==> src/rtl/mem_arbiter.sv <==
// rtl/mem_arbiter.sv - IF/MEM request arbiter and sequencer for the byte-serial memory controller
module mem_arbiter #(
  parameter int         MAX_MEM_BURST = 4,
  parameter logic [3:0] MEM_LW        = 4'd2
) (
  input  logic        clk,
  input  logic        rst,
  input  logic        if_req,
  input  logic [31:0] if_addr,
  input  logic        inst_flush,
  output logic        if_done,
  output logic [31:0] if_pc,
  output logic [31:0] if_inst,
  input  logic        mem_req,
  input  logic [31:0] mem_addr,
  input  logic [31:0] mem_wdata,
  input  logic [3:0]  mem_type,
  output logic        mem_done,
  output logic [31:0] mem_rdata,
  output logic        busy,
  output logic        mc_start,
  output logic        mc_sel,
  output logic [31:0] mc_addr,
  output logic [31:0] mc_wdata,
  output logic [3:0]  mc_type,
  input  logic        mc_ready,
  input  logic        mc_done,
  input  logic [31:0] mc_rdata
);

  localparam int SW = $clog2(MAX_MEM_BURST + 1);

  typedef enum logic [1:0] {IDLE, ISSUE, WAIT, DONE} state_t;

  state_t        state;
  logic [SW-1:0] streak;
  logic          drop;
  logic          if_ok;
  logic          grant_mem;
  logic          grant_if;

  // A flushed fetch is not a candidate; IF is forced once MEM has won MAX_MEM_BURST times in a row.
  assign if_ok     = if_req & ~inst_flush;
  assign grant_mem = mem_req & (~if_ok | (streak != SW'(MAX_MEM_BURST)));
  assign grant_if  = if_ok & ~grant_mem;

  always_ff @(posedge clk or negedge rst) begin
    if (!rst) begin
      state     <= IDLE;
      streak    <= '0;
      drop      <= 1'b0;
      if_done   <= 1'b0;
      if_pc     <= '0;
      if_inst   <= '0;
      mem_done  <= 1'b0;
      mem_rdata <= '0;
      busy      <= 1'b0;
      mc_start  <= 1'b0;
      mc_sel    <= 1'b0;
      mc_addr   <= '0;
      mc_wdata  <= '0;
      mc_type   <= '0;
    end else begin
      case (state)
        IDLE: begin
          if (grant_mem || grant_if) begin
            mc_sel   <= grant_mem;
            mc_addr  <= grant_mem ? mem_addr : if_addr;
            mc_wdata <= grant_mem ? mem_wdata : 32'd0;
            mc_type  <= grant_mem ? mem_type : MEM_LW;
            if (grant_mem && if_ok)
              streak <= (streak == SW'(MAX_MEM_BURST)) ? streak : streak + 1'b1;
            else
              streak <= '0;
            busy <= 1'b1;
            drop <= 1'b0;
            if (mc_ready) begin
              mc_start <= 1'b1;
              state    <= WAIT;
            end else begin
              state <= ISSUE;
            end
          end
        end
        ISSUE: begin
          if (!mc_sel && inst_flush) begin
            busy  <= 1'b0;
            state <= IDLE;
          end else if (mc_ready) begin
            mc_start <= 1'b1;
            state    <= WAIT;
          end
        end
        WAIT: begin
          mc_start <= 1'b0;
          if (mc_done) begin
            // A flush sampled together with the completion still kills the fetch.
            if (mc_sel) begin
              mem_done  <= 1'b1;
              mem_rdata <= mc_rdata;
            end else if (!drop && !inst_flush) begin
              if_done <= 1'b1;
              if_inst <= mc_rdata;
              if_pc   <= mc_addr;
            end
            drop  <= 1'b0;
            state <= DONE;
          end else if (!mc_sel && inst_flush) begin
            drop <= 1'b1;
          end
        end
        DONE: begin
          if_done  <= 1'b0;
          mem_done <= 1'b0;
          busy     <= 1'b0;
          state    <= IDLE;
        end
        default: state <= IDLE;
      endcase
    end
  end

endmodule

==> config.mk <==
export PLATFORM = sky130hd
export DESIGN_NAME = mem_arbiter
export DESIGN_NICKNAME = d
export VERILOG_FILES = /design/src/rtl/mem_arbiter.sv
export SDC_FILE = /design/constraint.sdc
export NUM_CORES = 1
export LEC_CHECK = 0
export BUFFER_PORTS_ARGS = -buffer_cell sky130_fd_sc_hd__buf_2
export CORE_MARGIN = 2
export CORE_UTILIZATION = 51
export DETAILED_ROUTE_END_ITERATION = 10
export PLACE_DENSITY = 0.85
export SYNTH_ARGS = -nofsm -noshare
export SYNTH_HDL_FRONTEND = slang
export SYNTH_SLANG_ARGS = --single-unit
==> constraint.sdc <==
create_clock -name clk -period 3.7 [get_ports clk]
set_input_delay 0.37 -clock clk [delete_from_list [all_inputs] [get_ports clk]]
set_output_delay 0.37 -clock clk [all_outputs]
set_load 0.02 [all_outputs]
; ---- After elaboration in Yosys (flattened, before gate mapping)
; Cells that the tools add are included.
[op_classes]
addsub = 1
n_eq_ne = 15
muxes = 29
bitwise_logic = 8
reduce_logical = 22
[ops]
columns = operator, n
row1 = $mux W32, 2
row2 = $reduce_and A3 Y1, 7
row3 = $ne A2 B2 Y1 const B, 8
row4 = $mux W1, 13
row5 = $mux W2, 5
row6 = $ne A3 B3 Y1 const B, 3
row7 = $pmux W2 S4, 1
row8 = $reduce_and A4 Y1, 2
row9 = $mux W3, 2
row10 = $pmux W1 S2, 3
row11 = $pmux W1 S3, 2
row12 = $reduce_bool A3 Y1, 2
row13 = $eq A2 B2 Y1 const B, 2
row14 = $mux W4, 1
row15 = $not A1 Y1, 4
row16 = $reduce_bool A2 Y1, 2
row17 = $add A3 B1 Y3 const B, 1
row18 = $and A1 B1 Y1, 3
row19 = $eq A3 B3 Y1 const B, 1
row20 = $logic_and A1 B1 Y1, 3
row21 = $logic_not A1 Y1, 3
row22 = $eq A2 B1 Y1 const B, 1
row23 = $logic_not A2 Y1, 1
row24 = $reduce_and A2 Y1, 1
row25 = other kinds (2), 2
[totals]
register_bits = 175
output_inout_bits = 169

; ---- Logic depth before layout (Yosys ltp)
; Gate-level depths: netlist of the first run.
[logic_depth]
depth_word = 10
ltp_mapped = 8

; ---- Worst setup path before layout of the first run
; Ideal clock, no wire load.
[synth_path]
kind = reg2reg
startpoint = register mc_sel
endpoint = register if_inst[0]
setup_ns = 0.125
t_arrival_ns = 1.440
setup_slack_ns = 2.135
path_stages_with_launch = 6
cell_sequence = dfrtp_1 -> nor4_4 -> nand2b_1 -> buf_6 -> buf_6 -> mux2_4
[synth_between]
elab_chain_cells = 2
[synth_lines]
columns = element, line
row1 = "start, declared", 22  ; output logic mc_sel,
row2 = "start signal, assigned", 67  ; mc_sel <= grant_mem;
row3 = $not A1 Y1 (no source line), --
row4 = $reduce_and A4 Y1 (no source line), --
row5 = "end signal, assigned", 103  ; if_inst <= mc_rdata;
row6 = "end, declared", 13  ; output logic [31:0] if_inst,
; Every way passes these cells.
; A chain may end at the register's enable or synchronous reset.

; ---- Worst setup path in the final report of the first run
[layout_path]
startpoint = register state[1]
endpoint = register if_inst[8]
[layout_between]
elab_chain_cells = 2
[layout_lines]
columns = element, line
row1 = "start, declared", 35  ; state_t state;
row2 = "start signal, assigned", 49  ; state <= IDLE;
row3 = "start signal, assigned", 79  ; state <= WAIT;
row4 = "start signal, assigned", 81  ; state <= ISSUE;
row5 = $eq A2 B2 Y1, 64  ; case (state)
row6 = $reduce_and A4 Y1 (no source line), --
; Every way passes these cells.

==> results of run 1 <==
==> routing by layer <==
metal | global-route usage (%) | vias to the layer above | part of all wire [%]
met3 | 7.71 | 42 | 8.0
met2 | 40.5 | 246 | 51
li1 | - | 2448 | -
met4 | 10.3 | 0 | 2.5
met1 | 28.8 | 2645 | 39
met5 | 0 | - | 0
==> state kept, by name, indices dropped and copies added, names as in the netlist, 2 cells and up <==
signal,flops
mc_wdata,32
if_pc,32
if_inst,32
streak,3
mem_rdata,32
mc_type,4
mc_addr,32
state,2
==> kinds of logic after synthesis <==
kind of cell	after synthesis	share of synthesized area, %
flops	175	61.4
simple gates	92	5.58
mux	97	18.5
buf+inv	39	3.28
compound gates	119	10.9
fa+ha+maj	2	0.351
==> worst paths after layout <==
path / end / slack [ns] / startpoint
setup / recovery: if_inst[8] / 1.60 / state[1]
hold / removal: mc_wdata[30] / 0.02 / rst
setup reg to reg: if_inst[8] / 1.60 / state[1]
hold reg to reg: mem_done / 0.48 / mem_done
max in group asynchronous: mem_rdata[21] / 2.77 / rst
min in group clk: mc_wdata[29] / 0.15 / mem_wdata[29]
==> stage by stage <==
step                      hold slack, ns  total power, mW  instance area [µm²]  instances
after floorplan                   0.0744             5.98                 7130        524
after global placement             0.474             7.24                 8780        988
after detailed placement           0.467             7.37                 8780        988
after CTS                         0.0668             9.16                 9360       1019
after global routing               0.103             9.58                 9360       1019
final                             0.0249             9.09                 9360       1020
==> area by class of cell <==
class                      instances  area share [%]
clock inverter                    12            1.43
inverter                           6           0.241
clock buffer                      19            4.73
timing repair buffer             317            17.4
multi-input combinational        310            27.0
antenna                            1          0.0267
tap                              180            2.41
sequential                       175            46.8
==> worst register-to-register path, cell delays in order (launching register included) <==
cell and delay, ns:
dfrtp_1 0.51, nand2_2 0.14, nor4_4 0.27, nand2b_4 0.31, buf_4 0.39, mux2_4 0.36
==> where the power goes <==
| part | internal [mW] | switching [mW] |
|---|---|---|
| Combinational | 1.68 | 2.27 |
| Clock | 1.01 | 0.729 |
| Sequential | 2.82 | 0.587 |
| Total | 5.51 | 3.58 |
==> cell usage in the layout, fill, tap and decap left out, drive strengths merged, types with 2 or more instances in the layout <==
cell / count
clkinvlp: 2
nand2: 43
clkinv: 5
mux2: 97
a22o: 36
clkbuf: 19
o21ai: 6
a21oi: 70
nand2b: 3
nor4: 2
ha: 2
inv: 9
dfrtp: 175
buf: 317
nor2: 38
bufinv: 2
==> impl_metrics.yaml, run 1 <==
final_layout:
  final_nets: 968
  syn_to_final_growth_pct: 31.3
  fillers: 988
  utilization_pct: 68.0
  drive_gt1_share_pct: 53.6
  multi_input_area_mm2: 0.00252
  regArea_mm2: 0.00438
routing:
  drc: 0
  finalWirelength_um: 18100
  ant_nets: 0
  wire_per_inst_um: 17.8
  vias_per_cell: 5.28
  vias: 5381
  drt-initial-drc-count: 234
  firstDrtPassIters: 4
yosys:
  syn_avg_cell_area_um2: 13.6
  yosysTopAreaCell: "dfrtp_1"
  synth.most_common_cell: "dfrtp_1"
  synth_edf_count: 0
  netlist_instances: 524
  ys_top_cells_by_area: "dfrtp_1 61%, mux2_4 13%, mux2_2 5.8%"
  synth_nets: 665
  synth_common_cells: "175 x dfrtp_1, 70 x a21oi_1, 60 x mux2_4, 42 x nand2_1"
  ys_seq_elements: 175
  yosys_most_used_dff: "dfrtp_1"
  async_reset_ff_share_pct: 100
  synth_top_area_share_pct: 61.4
  ys_warn_count: 0
  synth.cell_area_mm2: 0.00713
  ys_seq_area_share_pct: 61.4
  synth.distinct_cells: 33
clocking:
  cts_sinks: 175
  post_cts_resized: 0
  hold_buffers: 0
  path_clk_slew_ns: 0.07
  cts_root_buffer: "clkbuf_16"
  numCtsBuffers: 17
  cts_tree: "yes"
  clock_path_buffers: 2
  cts_max_level: 4
  clk_latency_ns: 0.43
  post-cts-setup-buffers: 0
die:
  die_area_mm2: 0.0149
  die_w_um: 122
  num_rows: 43
  coreArea_mm2: 0.0138
  die_y_um: 122
  floorplan.initialDensity_pct: 51.8
  ios: 308
worst_setup_path:
  path_buf_inv: 1
  crit_path_start_kind: "flip-flop"
  end_kind: "flip-flop"
  required_ns: 4.01
  cp_top_family: "simple AND/OR/NAND/NOR gates"
  path_cells: "nand2_2, nor4_4, nand2b_4, buf_4, mux2_4"
  path_depth: 5
  critical_path_class: "reg2reg"
  cp_max_fo: 24
  timing.reg2reg.worst_path_depth: 5
  arrival_ns: 2.40
  crit_slowest_cell: "dfrtp_1"
  crit_path_max_incr_delay_ns: 0.51
timing:
  clock.fmax_mhz: 477
  setup_viol: 0
  period_needed_ns: 2.10
  worst_slack_ns: 1.60
  worst_slew_pin_slew_ns: 0.886
  hold_violations: 0
  relSlewSlack_pct: 40.9
  grt_setup_unrepaired: "false"
  tns_ns: 0
  finalMaxSlewViolations: 0
  period_share_pct: 56.7
  skew_ns: 0.0113
power:
  p_leak_nw: 4.92
  ir_worst_vdd_uv: 446
  power_density_mw_per_mm2: 972
global_route:
  antenna_found_initial: 0
  grt_usage_pct: 24.2
  grt-ovfl-total: 0
  grt_max_degree: 101
  grt_pass1_vias: 5288
  grt_pass1_wl_um: 27100
placement:
  dp_hpwl_um: 12800
  dp_worst_setup_slack_ns: 1.52
  place.gp.congestion: 0.802
  port_buffers: 307
outcome:
  status: "completed"
hold_path:
  hold_class: "in2async"
job:
  max_cap_viol_count: 0
No activity file was read; power rests on OpenSTA's default activity.
==> run 2: changes to the inputs <==
ABC_AREA = 1   (was default)
CORE_UTILIZATION = 44   (was 51)
PLACE_DENSITY = 0.76   (was 0.85)
clock period = 1.8 ns   (was 3.7 ns; I/O delays follow)
==> impl_metrics.yaml, run 2 <==
outcome:
  status: "completed"
die:
  die_area_mm2: 0.0191
  ios: 308
  floorplan.initialDensity_pct: 44.5
  die_y_um: 138
  coreArea_mm2: 0.0178
  num_rows: 49
  die_w_um: 138
placement:
  dp_hpwl_um: 14700
  place.gp.congestion: 0.844
  port_buffers: 307
  placed_area_mm2: 0.00958
hold_path:
  min-delay-start: "mem_wdata[25]"
  hold_class: "in2reg"
worst_setup_path:
  path_buf_inv: 2
  crit_path_start_kind: "flip-flop"
  crit_start: "state[1]"
  arrival_ns: 1.95
  r2r_start: "state[1]"
  crit_path_max_incr_delay_ns: 0.54
  end_kind: "flip-flop"
  crit_slowest_cell: "buf_4"
  required_ns: 2.14
  path_cells: "inv_2, nor2_4, nand4_4, buf_4, nand2_1, o21ai_2"
  cp_max_fo: 52
  critical_path_class: "reg2reg"
  cp_top_family: "buffers and inverters"
yosys:
  netlist_instances: 896
  synth_nets: 1037
  synth_top_area_share_pct: 55.4
  synth_edf_count: 0
  synth.cell_area_mm2: 0.00791
  synth.most_common_cell: "nand2_1"
  synth_common_cells: "256 x nand2_1, 175 x dfrtp_1, 145 x inv_1, 106 x nand3_1, 60 x o21ai_2"
  yosys_most_used_dff: "dfrtp_1"
  ys_warn_count: 0
  yosysTopAreaCell: "dfrtp_1"
  ys_seq_area_share_pct: 55.4
  async_reset_ff_share_pct: 100
  syn_avg_cell_area_um2: 8.83
  ys_top_cells_by_area: "dfrtp_1 55%, nand2_1 12%, inv_1 6.9%"
  synth.distinct_cells: 26
  ys_seq_elements: 175
routing:
  met2_wirelength_um: 9720
  drc: 0
  highest_layer: "met4"
  firstDrtPassIters: 5
  finalWirelength_um: 20300
  wl_met1_um: 8770
  drt-initial-drc-count: 342
  wire_per_inst_um: 14.2
  dr_wl_met3_um: 1510
  vias: 6763
  ant_nets: 0
  vias_per_cell: 4.73
timing:
  period_share_pct: 89.7
  worst_slew_pin_slew_ns: 0.670
  period_needed_ns: 1.61
  hold_violations: 0
  clock.fmax_mhz: 619
  skew_ns: 0.00913
  setup_viol: 0
  tns_ns: 0
  finalMaxSlewViolations: 0
  grt_setup_unrepaired: "false"
  relSlewSlack_pct: 55.4
clocking:
  cts_sinks: 175
  cts_root_buffer: "clkbuf_16"
  post_cts_resized: 0
  cts_tree: "yes"
  cts_max_level: 4
  clock_path_buffers: 2
  numCtsBuffers: 17
  path_clk_slew_ns: 0.06
  clk_latency_ns: 0.41
final_layout:
  drive_gt1_share_pct: 35.1
  fillers: 1610
  stdcell_area_mm2: 0.0101
  regArea_mm2: 0.00438
  diodes: 0
  utilization_pct: 57.1
  final_common_cell: "buf_2"
  multi_input_area_mm2: 0.00260
  final_nets: 1329
  syn_to_final_growth_pct: 28.3
  layout_common_cells: "306 x buf_2, 255 x nand2_1, 175 x dfrtp_1"
job:
  max_cap_viol_count: 0
global_route:
  antenna_found_initial: 1
  grt_pass1_wl_um: 33400
  grt_pass1_vias: 6453
  grt_max_degree: 79
  grt-ovfl-total: 0
  grt_usage_pct: 21.6
power:
  p_leak_nw: 5.86
  ir_worst_vdd_uv: 914
  power_density_mw_per_mm2: 1720
-- run 2: cell types whose count changed after synthesis, moves of 37 or more --
cell     change
nand3_1    +105
inv_1      +139
mux2_2      -37
a21oi_1     -68
mux2_4      -60
nand2_1    +214
o21ai_2     +60
-- run 2: layer usage --
metal,track usage [%],vias to the layer above
met3,5.20,26
met4,6.82,0
li1,-,3370
met1,29.2,3091
met5,0,-
met2,34.5,276
-- run 2: layout make-up --
class                   count  area share, %
multi-input cells         521           25.6
clock inverters            11          0.839
flip-flops and latches    175           43.2
well taps                 229           2.82
repair buffers            327           17.7
clock buffers              21           4.44
inverters                 146           5.40
-- run 2: what timing repair did --
item	CTS	global route
setup buffers	0	0
setup endpoints to repair	0	0
hold buffers	3	0
endpoints found under the hold margin	37	0
-- run 2: per-stage QoR --
| step | cells | total power, mW | hold WS, ns | setup slack (ns) |
|---|---|---|---|---|
| floorplan | 896 | 11.5 | -0.116 | 0.381 |
| global placement | 1395 | 14.1 | 0.121 | 0.267 |
| detailed placement | 1395 | 14.3 | 0.120 | 0.198 |
| CTS | 1430 | 17.7 | 0.00299 | 0.189 |
| global route | 1430 | 18.7 | 0.00611 | 0.0614 |
| finish | 1430 | 17.5 | 0.0247 | 0.185 |
-- run 2: worst paths after layout --
path	slack (ns)	cells after the start	end
max	0.19	6	if_pc[2]
min	0.02	3	mc_wdata[25]
max reg2reg	0.19	6	if_pc[2]
min reg2reg	0.47	2	busy
max in group asynchronous	0.91	3	if_inst[7]
min in group asynchronous	0.25	2	if_inst[19]
-- run 2: worst min-delay path: stages --
cell	delay, ns
buf_2	0.10
nand3_1	0.07
o21ai_1	0.05
-- run 2: cells by family (layout without fill, tap and decap cells) --
group	count (synthesis)	in the layout	share of synthesized area, %
buffers and inverters	200	505	11.9
XOR/XNOR	1	1	0.111
AO/OA/AOI/OAI	141	141	12.2
adder cells (fa/ha/maj)	2	2	0.316
flip-flops	175	175	55.4
AND/OR/NAND/NOR	377	377	20.1
-- run 2: report_power, final --
part           total, mW  internal [mW]  switching [mW]
clock network       3.35           1.82            1.53
logic               7.47           2.54            4.93
registers           6.67           5.61            1.07
